===== src/rtl/dot_seq_pkg.sv =====
// Shared types and helpers for the dot-product sequencer: FSM state encoding,
// derived-width calculators and the partial-sum fold used by the accumulator.
package dot_seq_pkg;

  typedef enum logic [1:0] {
    ST_IDLE,
    ST_FEED,
    ST_DRAIN,
    ST_RESULT
  } state_t;

  // Working width for the fold helper; the caller truncates to ACC_SIZE.
  localparam int SUM_W = 64;

  function automatic int dp_size(input int in_size_0, input int in_size_1);
    return in_size_0 + in_size_1 + 8;
  endfunction

  function automatic int acc_size(input int dp_w, input int max_chunks);
    return dp_w + $clog2(max_chunks);
  endfunction

  function automatic int cnt_w(input int max_chunks);
    return $clog2(max_chunks + 1);
  endfunction

  function automatic logic [SUM_W-1:0] sext(input logic [SUM_W-1:0] x, input int w);
    logic [SUM_W-1:0] hi;
    logic [SUM_W-1:0] sign;
    hi   = {SUM_W{1'b1}} << w;
    sign = SUM_W'(1) << (w - 1);
    return ((x & sign) != '0) ? (x | hi) : (x & ~hi);
  endfunction

  function automatic logic [SUM_W-1:0] sext_sum(input logic [SUM_W-1:0] a,
                                                input logic [SUM_W-1:0] b,
                                                input int w);
    return sext(a, w) + sext(b, w);
  endfunction

endpackage


===== src/rtl/dot_seq_valid_pipe.sv =====
// Shift register of valid bits that shadows the datapath pipeline so the
// sequencer knows when a partial-sum pair is meaningful and when it has drained.
module dot_seq_valid_pipe
  import dot_seq_pkg::*;
#(
  parameter int DEPTH = 4
) (
  input  logic clk_i,
  input  logic rst_i,
  input  logic valid_in,
  output logic valid_out,
  output logic empty
);

  logic [DEPTH-1:0] pipe;

  always_ff @(posedge clk_i or posedge rst_i) begin
    if (rst_i) begin
      pipe <= '0;
    end else begin
      pipe <= {pipe[DEPTH-2:0], valid_in};
    end
  end

  assign valid_out = pipe[DEPTH-1];
  assign empty     = ~|pipe;

endmodule


===== src/rtl/dot_product_sequencer.sv =====
// Streams 1..MAX_CHUNKS operand chunks into the external dot-product datapath
// and folds its two partial sums into one signed result per job.
module dot_product_sequencer
  import dot_seq_pkg::*;
#(
  parameter  int IN_SIZE_0  = 4,
  parameter  int IN_SIZE_1  = 8,
  parameter  int SIZE_ARRAY = 8,
  parameter  int PIPE_LAT   = 3,
  parameter  int MAX_CHUNKS = 16,
  localparam int DP_SIZE    = dp_size(IN_SIZE_0, IN_SIZE_1),
  localparam int ACC_SIZE   = acc_size(DP_SIZE, MAX_CHUNKS),
  localparam int CNT_W      = cnt_w(MAX_CHUNKS)
) (
  input  logic                                 clk_i,
  input  logic                                 rst_i,
  input  logic                                 start_i,
  input  logic [CNT_W-1:0]                     num_chunks_i,
  output logic                                 busy_o,
  input  logic                                 in_valid_i,
  output logic                                 in_ready_o,
  input  logic [SIZE_ARRAY-1:0][IN_SIZE_0-1:0] in_0_i,
  input  logic [SIZE_ARRAY-1:0][IN_SIZE_1-1:0] in_1_i,
  output logic [SIZE_ARRAY-1:0][IN_SIZE_0-1:0] dp_in_0_o,
  output logic [SIZE_ARRAY-1:0][IN_SIZE_1-1:0] dp_in_1_o,
  input  logic [1:0][DP_SIZE-1:0]              dp_out_i,
  output logic signed [ACC_SIZE-1:0]           result_o,
  output logic                                 result_valid_o,
  input  logic                                 result_ready_i
);

  state_t                     state;
  state_t                     state_nxt;
  logic [CNT_W-1:0]           remaining;
  logic signed [ACC_SIZE-1:0] acc;
  logic [ACC_SIZE-1:0]        dp_sum;
  logic                       fire;
  logic                       take_start;
  logic                       pipe_out;
  logic                       pipe_empty;

  // Derived from state directly to keep the handshake free of a comb loop.
  assign fire       = in_valid_i & (state == ST_FEED);
  assign take_start = start_i & (state == ST_IDLE);
  assign dp_sum     = ACC_SIZE'(sext_sum(SUM_W'(dp_out_i[0]), SUM_W'(dp_out_i[1]), DP_SIZE));
  assign result_o   = acc;

  always_ff @(posedge clk_i or posedge rst_i) begin
    if (rst_i) begin
      state <= ST_IDLE;
    end else begin
      state <= state_nxt;
    end
  end

  always_comb begin
    state_nxt      = state;
    busy_o         = 1'b1;
    in_ready_o     = 1'b0;
    result_valid_o = 1'b0;
    case (state)
      ST_IDLE: begin
        busy_o = 1'b0;
        if (start_i) begin
          state_nxt = (num_chunks_i == '0) ? ST_RESULT : ST_FEED;
        end
      end
      ST_FEED: begin
        in_ready_o = 1'b1;
        if (fire && remaining == CNT_W'(1)) begin
          state_nxt = ST_DRAIN;
        end
      end
      ST_DRAIN: begin
        if (pipe_empty) begin
          state_nxt = ST_RESULT;
        end
      end
      ST_RESULT: begin
        result_valid_o = 1'b1;
        if (result_ready_i) begin
          state_nxt = ST_IDLE;
        end
      end
      default: state_nxt = ST_IDLE;
    endcase
  end

  // Idle cycles feed zeros so the datapath never sees stale operands.
  always_ff @(posedge clk_i or posedge rst_i) begin
    if (rst_i) begin
      dp_in_0_o <= '0;
      dp_in_1_o <= '0;
      remaining <= '0;
      acc       <= '0;
    end else begin
      dp_in_0_o <= fire ? in_0_i : '0;
      dp_in_1_o <= fire ? in_1_i : '0;
      if (take_start) begin
        remaining <= num_chunks_i;
        acc       <= '0;
      end else begin
        if (fire) begin
          remaining <= remaining - CNT_W'(1);
        end
        if (pipe_out) begin
          acc <= acc + $signed(dp_sum);
        end
      end
    end
  end

  dot_seq_valid_pipe #(
    .DEPTH(PIPE_LAT + 1)
  ) u_valid_pipe (
    .clk_i    (clk_i),
    .rst_i    (rst_i),
    .valid_in (fire),
    .valid_out(pipe_out),
    .empty    (pipe_empty)
  );

endmodule


===== config.mk =====
export PLATFORM = sky130hd
export DESIGN_NAME = dot_product_sequencer
export DESIGN_NICKNAME = d
export VERILOG_FILES = /design/src/rtl/dot_seq_pkg.sv /design/src/rtl/dot_seq_valid_pipe.sv /design/src/rtl/dot_product_sequencer.sv
export SDC_FILE = /design/constraint.sdc
export NUM_CORES = 1
export LEC_CHECK = 0
export ABC_AREA = 0
export CAP_MARGIN = 20
export CELL_PAD_IN_SITES_DETAIL_PLACEMENT = 1
export CELL_PAD_IN_SITES_GLOBAL_PLACEMENT = 1
export CORE_AREA = 2 2 152 154
export CTS_CLUSTER_SIZE = 30
export DETAILED_ROUTE_END_ITERATION = 16
export DIE_AREA = 0 0 154 156
export PLACE_DENSITY = 0.8
export SYNTH_ARGS = -nofsm -noshare
export SYNTH_HDL_FRONTEND = slang
export SYNTH_SLANG_ARGS = --single-unit

===== constraint.sdc =====
create_clock -name clk_i -period 4 [get_ports clk_i]
set_clock_uncertainty 0.15 [all_clocks]
set_input_delay 0.6 -clock clk_i [delete_from_list [all_inputs] [get_ports clk_i]]
set_output_delay 0.6 -clock clk_i [all_outputs]
set_load 0.02 [all_outputs]

Yosys cells after proc, flatten, opt, wreduce, memory -nomap -nowiden

Index checks and enable logic that the tools add are counted.

Register bits: 131
Output and inout port bits: 123

Add/subtract/negate cells: 3
Equal/unequal tests: 8
Mux-type cells: 17
Bitwise operators: 2
Reductions and logical operators: 7

Operator list:

| cell                  | number |
|---|---|
| $mux W24              | 4 |
| $mux W64              | 1 |
| $add A24 B24 Y24      | 2 |
| $mux W32              | 1 |
| $mux W2               | 5 |
| $mux W5               | 2 |
| $pmux W2 S4           | 1 |
| $ne A2 B2 Y1 const B  | 3 |
| $eq A5 B1 Y1 const B  | 1 |
| $logic_not A5 Y1      | 1 |
| $sub A5 B1 Y5 const B | 1 |
| $eq A2 B2 Y1 const B  | 2 |
| $reduce_and A4 Y1     | 1 |
| $reduce_bool A2 Y1    | 2 |
| $reduce_or A4 Y1      | 1 |
| $mux W1               | 3 |
| $and A1 B1 Y1         | 2 |
| $eq A2 B1 Y1 const B  | 1 |
| $logic_not A2 Y1      | 1 |
| $ne A2 B1 Y1 const B  | 1 |
| $logic_and A1 B1 Y1   | 1 |

Depth between registers and ports, before layout

Gate-level depths: netlist of the first run.

Depth after elaboration: 5
Depth in mapped cells: 12

Modules after synthesis

From an unflattened synthesis of the first run, not the netlist that was laid out.

Cells, all modules: 567
Area, all modules: 6421.2 µm²

By module, submodules not included:

| module                | instances | cells an instance | area an instance (µm²) | seq. area each (µm²) |
|---|---|---|---|---|
| dot_product_sequencer | 1         | 561               | 6304.8                 | 3178.0 |
| dot_seq_valid_pipe    | 1         | 6                 | 116.4                  | 100.1 |

Least setup slack after synthesis of the first run

OpenSTA, ideal clock, no wires.

Kind: in2reg
Start: input dp_out_i[1] in the netlist's numbering
End: register acc[23] (netlist: result_o[23])
Data arrival time: 3058 ps
Path slack: 659 ps
Stages: 10
Cells stage by stage: fa_1 > ha_1 > fa_1 > a211oi_2 > o21ai_1 > nand4_1 > nand3_2 > or4b_4 > a21oi_1 > nor3b_2

Cells in the longest elaborated chain, start to end: 5

Ends and longest elaborated chain:

| element                | line                         | text |
|---|---|---|
| start: declaration     | dot_product_sequencer.sv:26  | `input logic [1:0][DP_SIZE-1:0] dp_out_i,` |
| $mux W24               | dot_seq_pkg.sv:32            | `return ((x & sign) != '0) ? (x \| hi) : (x & ~hi);` |
| $add A24 B24 Y24       | dot_seq_pkg.sv:38            | `return sext(a, w) + sext(b, w);` |
| $add A24 B24 Y24       | dot_product_sequencer.sv:107 | `acc <= acc + $signed(dp_sum);` |
| $mux W24               | dot_product_sequencer.sv:106 | `if (pipe_out) begin` |
| $mux W24               | dot_product_sequencer.sv:99  | `if (take_start) begin` |
| end signal: assignment | dot_product_sequencer.sv:107 |  |
| end: declaration       | dot_product_sequencer.sv:35  | `logic signed [ACC_SIZE-1:0] acc;` |

Every way passes these cells. The select of a mux whose other input is x is not followed.
A chain may end at the register's enable or synchronous reset.

Worst setup path after layout of the first run

Same ends and word-level chain as after synthesis.

==> impl_metrics.tcl, run 1 <==
set metrics [dict create \
    run_status "completed" \
    ios 269 \
    worstMarginPinSlew_ps 785 \
    setup_violations 0 \
    ir_drop_v 0.000260 \
    die_area_sq_mm 0.0240 \
    fp.dieW_um 154 \
    gr-total-overflow 0 \
    start_util 0.287 \
    post-route-util 0.449 \
    worstPathRequired_ps 4150 \
    synth.distinct_cells 61 \
    fillers 2411 \
    synth-seq-area-share 0.511 \
    final_antenna_net_count 0 \
    finalInstanceArea_sq_mm 0.0100 \
    drc_errors 0 \
    seqPwrFrac 0.276 \
    syn_nets 765 \
    wl_met2_um 10500 \
    drt_first_pass_iters 4 \
    highest_layer "met4" \
    ctsHoldBuffers 0 \
    critPathCaptureType "register" \
    cts_tree "done" \
    avgRoutedWirePerCell_um 18.3 \
    grt_start_max_net_pins 99 \
    die_y_um 156 \
    power.density_mw_per_mm2 638 \
    globalplace.congestion 0.785 \
    grt_usage 0.176 \
    vias_per_cell 4.89 \
    antenna_found_initial 0 \
    clkTransAtPathRegs_ps 60 \
    drtIter0Drc 172 \
    yosysWarnings 0 \
    postPlaceCellArea_sq_mm 0.00944 \
    avgSynthCellArea_sq_um 11.4 \
    comb_power_share 0.475 \
    slew_violations 0 \
    clk_path_buf_depth 2 \
    maxCapViolations 0 \
    cts_inserted_buffers 17 \
    clk-insertion-delay-late_ps 420 \
    post_cts_buffers 0 \
    rows 55 \
    crit_fanout 4 \
    diodes 0 \
    instances_no_fill 1131 \
    dp.cells 1099 \
    fin_crit_sh 0.874 \
    cts_resized 0 \
    period_minus_slack_ps 3500 \
    max_freq_ghz 0.286 \
    grt_setup_unrepaired "no" \
    met1Wirelength_um 8140 \
    p_switching_uw 2570 \
    dr_wl_met3_um 1770 \
    cts-htree-levels 4 \
    cts.sinks 131 \
    grt_pass1_wl_um 33100 \
    synthArstFlopShare 1.00 \
    drive_above_1_share 0.0745 \
    hold_viol 0 \
    wl_um 20700 \
    leakagePower_uw 0.00476 \
    netlist_area_sq_mm 0.00642 \
    synth_edf_count 0 \
    cp.arrival_ps 3640 \
    synth_cells 565 \
    p_int_uw 3840 \
    dpl.hpwl_um 15600 \
    area_delta_synth_final_pct 56.4 \
    nets 1033 \
    critPathKind "input port to register" \
    slew-limit-headroom 0.477 \
    port_buffers 268 \
    crit_path_start_kind "input port" \
    hp-class "register to register" \
    synth_seq_cells 131 \
    switching_share 0.401 \
    ys.flop_type "dfrtp_1" \
    vias 5532 \
    grt_pass1_vias 6086 \
    fin_setup_tns_ps 0 \
    core-area_sq_mm 0.0224 \
    hold_slack_ps 229 \
    clock_power_share 0.249 \
    cts-root-buf "clkbuf_16" \
]
==> synthesized netlist by cell type, types with 3 or more instances <==
master / n / share of area
dfrtp_1: 131 / 0.51
and3_1: 98 / 0.095
nor2_1: 31 / 0.018
ha_1: 30 / 0.058
clkbuf_1: 28 / 0.016
a21oi_1: 26 / 0.020
fa_1: 24 / 0.075
nand2_1: 21 / 0.012
o21ai_0: 20 / 0.016
inv_1: 17 / 0.0099
nand3_1: 14 / 0.011
a21o_1: 13 / 0.015
mux2i_1: 9 / 0.014
xnor2_1: 9 / 0.012
nor3_1: 7 / 0.0055
a211oi_1: 6 / 0.0070
nand4_1: 6 / 0.0058
xor2_1: 6 / 0.0082
a31oi_1: 5 / 0.0049
o31ai_1: 4 / 0.0047
and2_1: 3 / 0.0029
and4_1: 3 / 0.0041
buf_2: 3 / 0.0023
nor2b_1: 3 / 0.0029
o21a_1: 3 / 0.0035
o21bai_1: 3 / 0.0035
==> through the flow <==
step                setup slack [ps]  power (uW)
finish                           503        6410
floorplan                        659        3660
detailed placement              31.7        4860
global placement                43.1        4770
global route                     309        6860
CTS                              478        6490
==> flip-flops by register name (all words and copies together) (netlist names) <==
signal,flops
u_valid_pipe.pipe,4
dp_in_0_o,32
result_o,24
remaining,5
state,2
dp_in_1_o,64
==> worst max-delay path, cell delays in order <==
cell and delay, ps:
clkdlybuf4s50_1 430, fa_1 480, ha_1 230, fa_1 440
a211oi_2 270, o21ai_1 170, nand4_1 160, nand3_2 90
or4b_4 530, a21oi_1 170, nor3b_2 60
==> power by group through the flow <==
stage               Clock [uW]  Sequential (uW)  Combinational (uW)
floorplan                    0             2010                1650
global placement             0             1780                2990
detailed placement           0             1800                3060
CTS                       1640             1770                3080
global route              1690             1800                3360
finish                    1600             1770                3040
==> layout make-up <==
| cell class | count | area [sq um] | area share |
|---|---|---|---|
| clock buffers | 18 | 439 | 0.0437 |
| well taps | 285 | 357 | 0.0355 |
| multi-input cells | 384 | 2950 | 0.293 |
| inverters | 17 | 67.6 | 0.00673 |
| repair buffers | 282 | 2800 | 0.278 |
| clock inverters | 14 | 158 | 0.0157 |
| flip-flops and latches | 131 | 3280 | 0.327 |
==> cell usage in the layout, fill, tap and decap left out, types with 14 or more instances in the layout <==
cell type	count
clkdlybuf4s50_1	267
dfrtp_1	131
and3_1	98
nor2_1	31
ha_1	29
a21oi_1	26
fa_1	24
nand2_1	21
o21ai_0	20
clkbuf_16	17
inv_1	16
nand3_1	14
==> worst paths after layout <==
check / startpoint / endpoint / slack [ps] / cells after the start
worst max-delay path: dp_out_i[1] / result_o[23]$_DFFE_PP0P_ / 500 / 11
worst min-delay path: u_valid_pipe.pipe[0]$_DFF_PP0_ / u_valid_pipe.pipe[1]$_DFF_PP0_ / 230 / 0
worst max register to register: result_o[1]$_DFFE_PP0P_ / result_o[23]$_DFFE_PP0P_ / 750 / 10
worst min register to register: u_valid_pipe.pipe[0]$_DFF_PP0_ / u_valid_pipe.pipe[1]$_DFF_PP0_ / 230 / 0
max in group asynchronous: rst_i / dp_in_1_o[47]$_DFF_PP0_ / 2470 / 3
min in group asynchronous: rst_i / result_o[1]$_DFFE_PP0P_ / 430 / 2
==> metal layers <==
metal | up-vias | GRT usage
met5 | - | 0
met4 | 0 | 0.0512
met3 | 22 | 0.0672
met2 | 187 | 0.311
met1 | 2766 | 0.198
li1 | 2557 | -
==> cells by family after synthesis <==
group	Yosys count	synth area share
fa+ha+maj	54	0.133
compound gates	103	0.110
buf+inv	50	0.0310
mux	10	0.0158
simple gates	202	0.179
xor+xnor	15	0.0205
flops	131	0.511
(Power assumes the default switching activity.)
==> run 2, diff against run 1 <==
- CORE_AREA: 2 2 152 154 -> 2 2 145 162
- CTS_CLUSTER_DIAMETER: not set -> 40
- DIE_AREA: 0 0 154 156 -> 0 0 147 164
- PLACE_DENSITY: 0.8 -> 0.79
==> run 2 against run 1 <==
Effect of this change: non-clock buffer count grew 4; maximum frequency fell by 2.0%; register-to-register slack worse by 80 ps; critical path depth unchanged; global-route usage up 0.48 points; cell count rose by 1.8%; clock-buffer cell count unchanged; core utilization down 0.051 points; sequential cell count stayed put; die area up 0.35%; worst hold slack better by 2.7 ps; highest routed layer unchanged.
==> impl_metrics.tcl, run 2 (synthesis gave the netlist of run 1 again) <==
set metrics [dict create \
    cts_resized 0 \
    fp.dieW_um 147 \
    drive_above_1_share 0.0788 \
    avgRoutedWirePerCell_um 18.3 \
    ir_drop_v 0.000303 \
    largest_register_ffs 64 \
    drt_first_pass_iters 4 \
    fin_setup_tns_ps 0 \
    vias_per_cell 4.79 \
    port_buffers 268 \
    ctsHoldBuffers 0 \
    slew_violations 0 \
    layout_common_cells "clkdlybuf4s50_1 (267), dfrtp_1 (131), and3_1 (98)" \
    p_int_uw 3850 \
    core-area_sq_mm 0.0225 \
    cp_num_buf_inv 1 \
    period_minus_slack_ps 3570 \
    slew-limit-headroom 0.433 \
    rr_worst_depth 10 \
    setup_ws_ps 431 \
    clock_power_share 0.248 \
    grt_pass1_wl_um 34100 \
    cp_slowest_cell "or4b_4" \
    crit_fanout 3 \
    die_area_sq_mm 0.0241 \
    antenna_found_initial 2 \
    final_common_cell "clkdlybuf4s50_1" \
    setup_violations 0 \
    r2r-start "result_o[1]$_DFFE_PP0P_" \
    postPlaceCellArea_sq_mm 0.00949 \
    finalInstanceArea_sq_mm 0.0101 \
    path_cells "clkdlybuf4s50_1 -> fa_1 -> ha_1 -> fa_1 -> a211oi_2 -> o21ai_1 -> nand4_1 -> nand3_2 -> or4b_4 -> a21oi_1 -> nor3b_2" \
    cts_tree "done" \
    start_util 0.285 \
    fillers 2457 \
    cts-htree-levels 4 \
    rows 58 \
    power.total_uw 6430 \
    clk-insertion-delay-late_ps 410 \
    critical_path.top_delay_family "adder cells" \
    critPathCaptureType "register" \
    maxCapViolations 0 \
    final_antenna_net_count 0 \
    hp-class "register to register" \
    p_switching_uw 2580 \
    grt_setup_unrepaired "no" \
    cts.sinks 131 \
    nets 1037 \
    grt_pass1_vias 6265 \
    dp_slack_ps -24.7 \
    cts_inserted_buffers 17 \
    rrSetupSlack_ps 670 \
    dpl.hpwl_um 15900 \
    comb_power_share 0.478 \
    seqPwrFrac 0.274 \
    setup.worst_path.end "result_o[23]$_DFFE_PP0P_" \
    drtIter0Drc 186 \
    registers.top_by_ff_count "dp_in_1_o" \
    worstMarginPinSlew_ps 848 \
    gr-total-overflow 0 \
    worstPathRequired_ps 4120 \
    power.density_mw_per_mm2 638 \
    cp_slowest_stage_delay_ps 540 \
    grt_start_max_net_pins 91 \
    leakagePower_uw 0.00477 \
    crit_path_start_kind "input port" \
    area_delta_synth_final_pct 57.1 \
    hold_slack_ps 231 \
    max_freq_ghz 0.280 \
    cts-root-buf "clkbuf_16" \
    wl_um 21000 \
    post_cts_buffers 0 \
    cp.arrival_ps 3690 \
    vias 5510 \
    cp.depth 11 \
    globalplace.congestion 0.780 \
    die_y_um 164 \
    grt_usage 0.181 \
    ios 269 \
    reg2reg_to "result_o[23]$_DFFE_PP0P_" \
    hold_viol 0 \
    crit_top_cell "fa_1" \
    clkTransAtPathRegs_ps 60 \
    run_status "completed" \
    drc_errors 0 \
    switching_share 0.402 \
    critPathKind "input port to register" \
    fin_crit_sh 0.892 \
    clk_path_buf_depth 2 \
    cp-startpoint "dp_out_i[1]" \
]
run 2: worst min path at each step:
stage / from / to / slack [ps] / depth (start not counted)
after global routing: u_valid_pipe.pipe[1]$_DFF_PP0_ / u_valid_pipe.pipe[2]$_DFF_PP0_ / 250 / 0
after detailed placement: u_valid_pipe.pipe[1]$_DFF_PP0_ / u_valid_pipe.pipe[2]$_DFF_PP0_ / 220 / 0
after floorplan: u_valid_pipe.pipe[1]$_DFF_PP0_ / u_valid_pipe.pipe[2]$_DFF_PP0_ / 210 / 0
final: u_valid_pipe.pipe[1]$_DFF_PP0_ / u_valid_pipe.pipe[2]$_DFF_PP0_ / 230 / 0
after global placement: u_valid_pipe.pipe[1]$_DFF_PP0_ / u_valid_pipe.pipe[2]$_DFF_PP0_ / 210 / 0
after CTS: u_valid_pipe.pipe[1]$_DFF_PP0_ / u_valid_pipe.pipe[2]$_DFF_PP0_ / 240 / 0
run 2: metal layers:
metal	up-vias	routed length [um]	GRT usage
li1	2564	-	-
met1	2734	7900	0.197
met2	192	11000	0.326
met3	20	1820	0.0689
met4	0	327	0.0568
met5	-	0	0
run 2: stage by stage:
step | utilization | instances
6_report | 0.448 | 1151
3_3_place_gp | 0.422 | 1118
4_1_cts | 0.448 | 1150
3_5_place_dp | 0.422 | 1118
2_1_floorplan | - | 565
5_1_grt | 0.448 | 1150
run 2: power groups by stage:
stage	Sequential [uW]	Clock [uW]	Combinational [uW]
after detailed placement	1790	0	3090
final	1760	1600	3070
after global routing	1800	1700	3410
after floorplan	2010	0	1650
after global placement	1780	0	3020
after CTS	1770	1640	3110
run 2: cell type report:
| type | count | area [sq um] | share of cell area |
|---|---|---|---|
| sequential | 131 | 3280 | 0.325 |
| multi-input combinational | 384 | 2950 | 0.292 |
| timing repair buffer | 286 | 2830 | 0.280 |
| clock buffer | 18 | 439 | 0.0435 |
| tap | 300 | 375 | 0.0372 |
| clock inverter | 14 | 154 | 0.0153 |
| inverter | 17 | 67.6 | 0.00670 |
| antenna | 1 | 2.50 | 0.000248 |
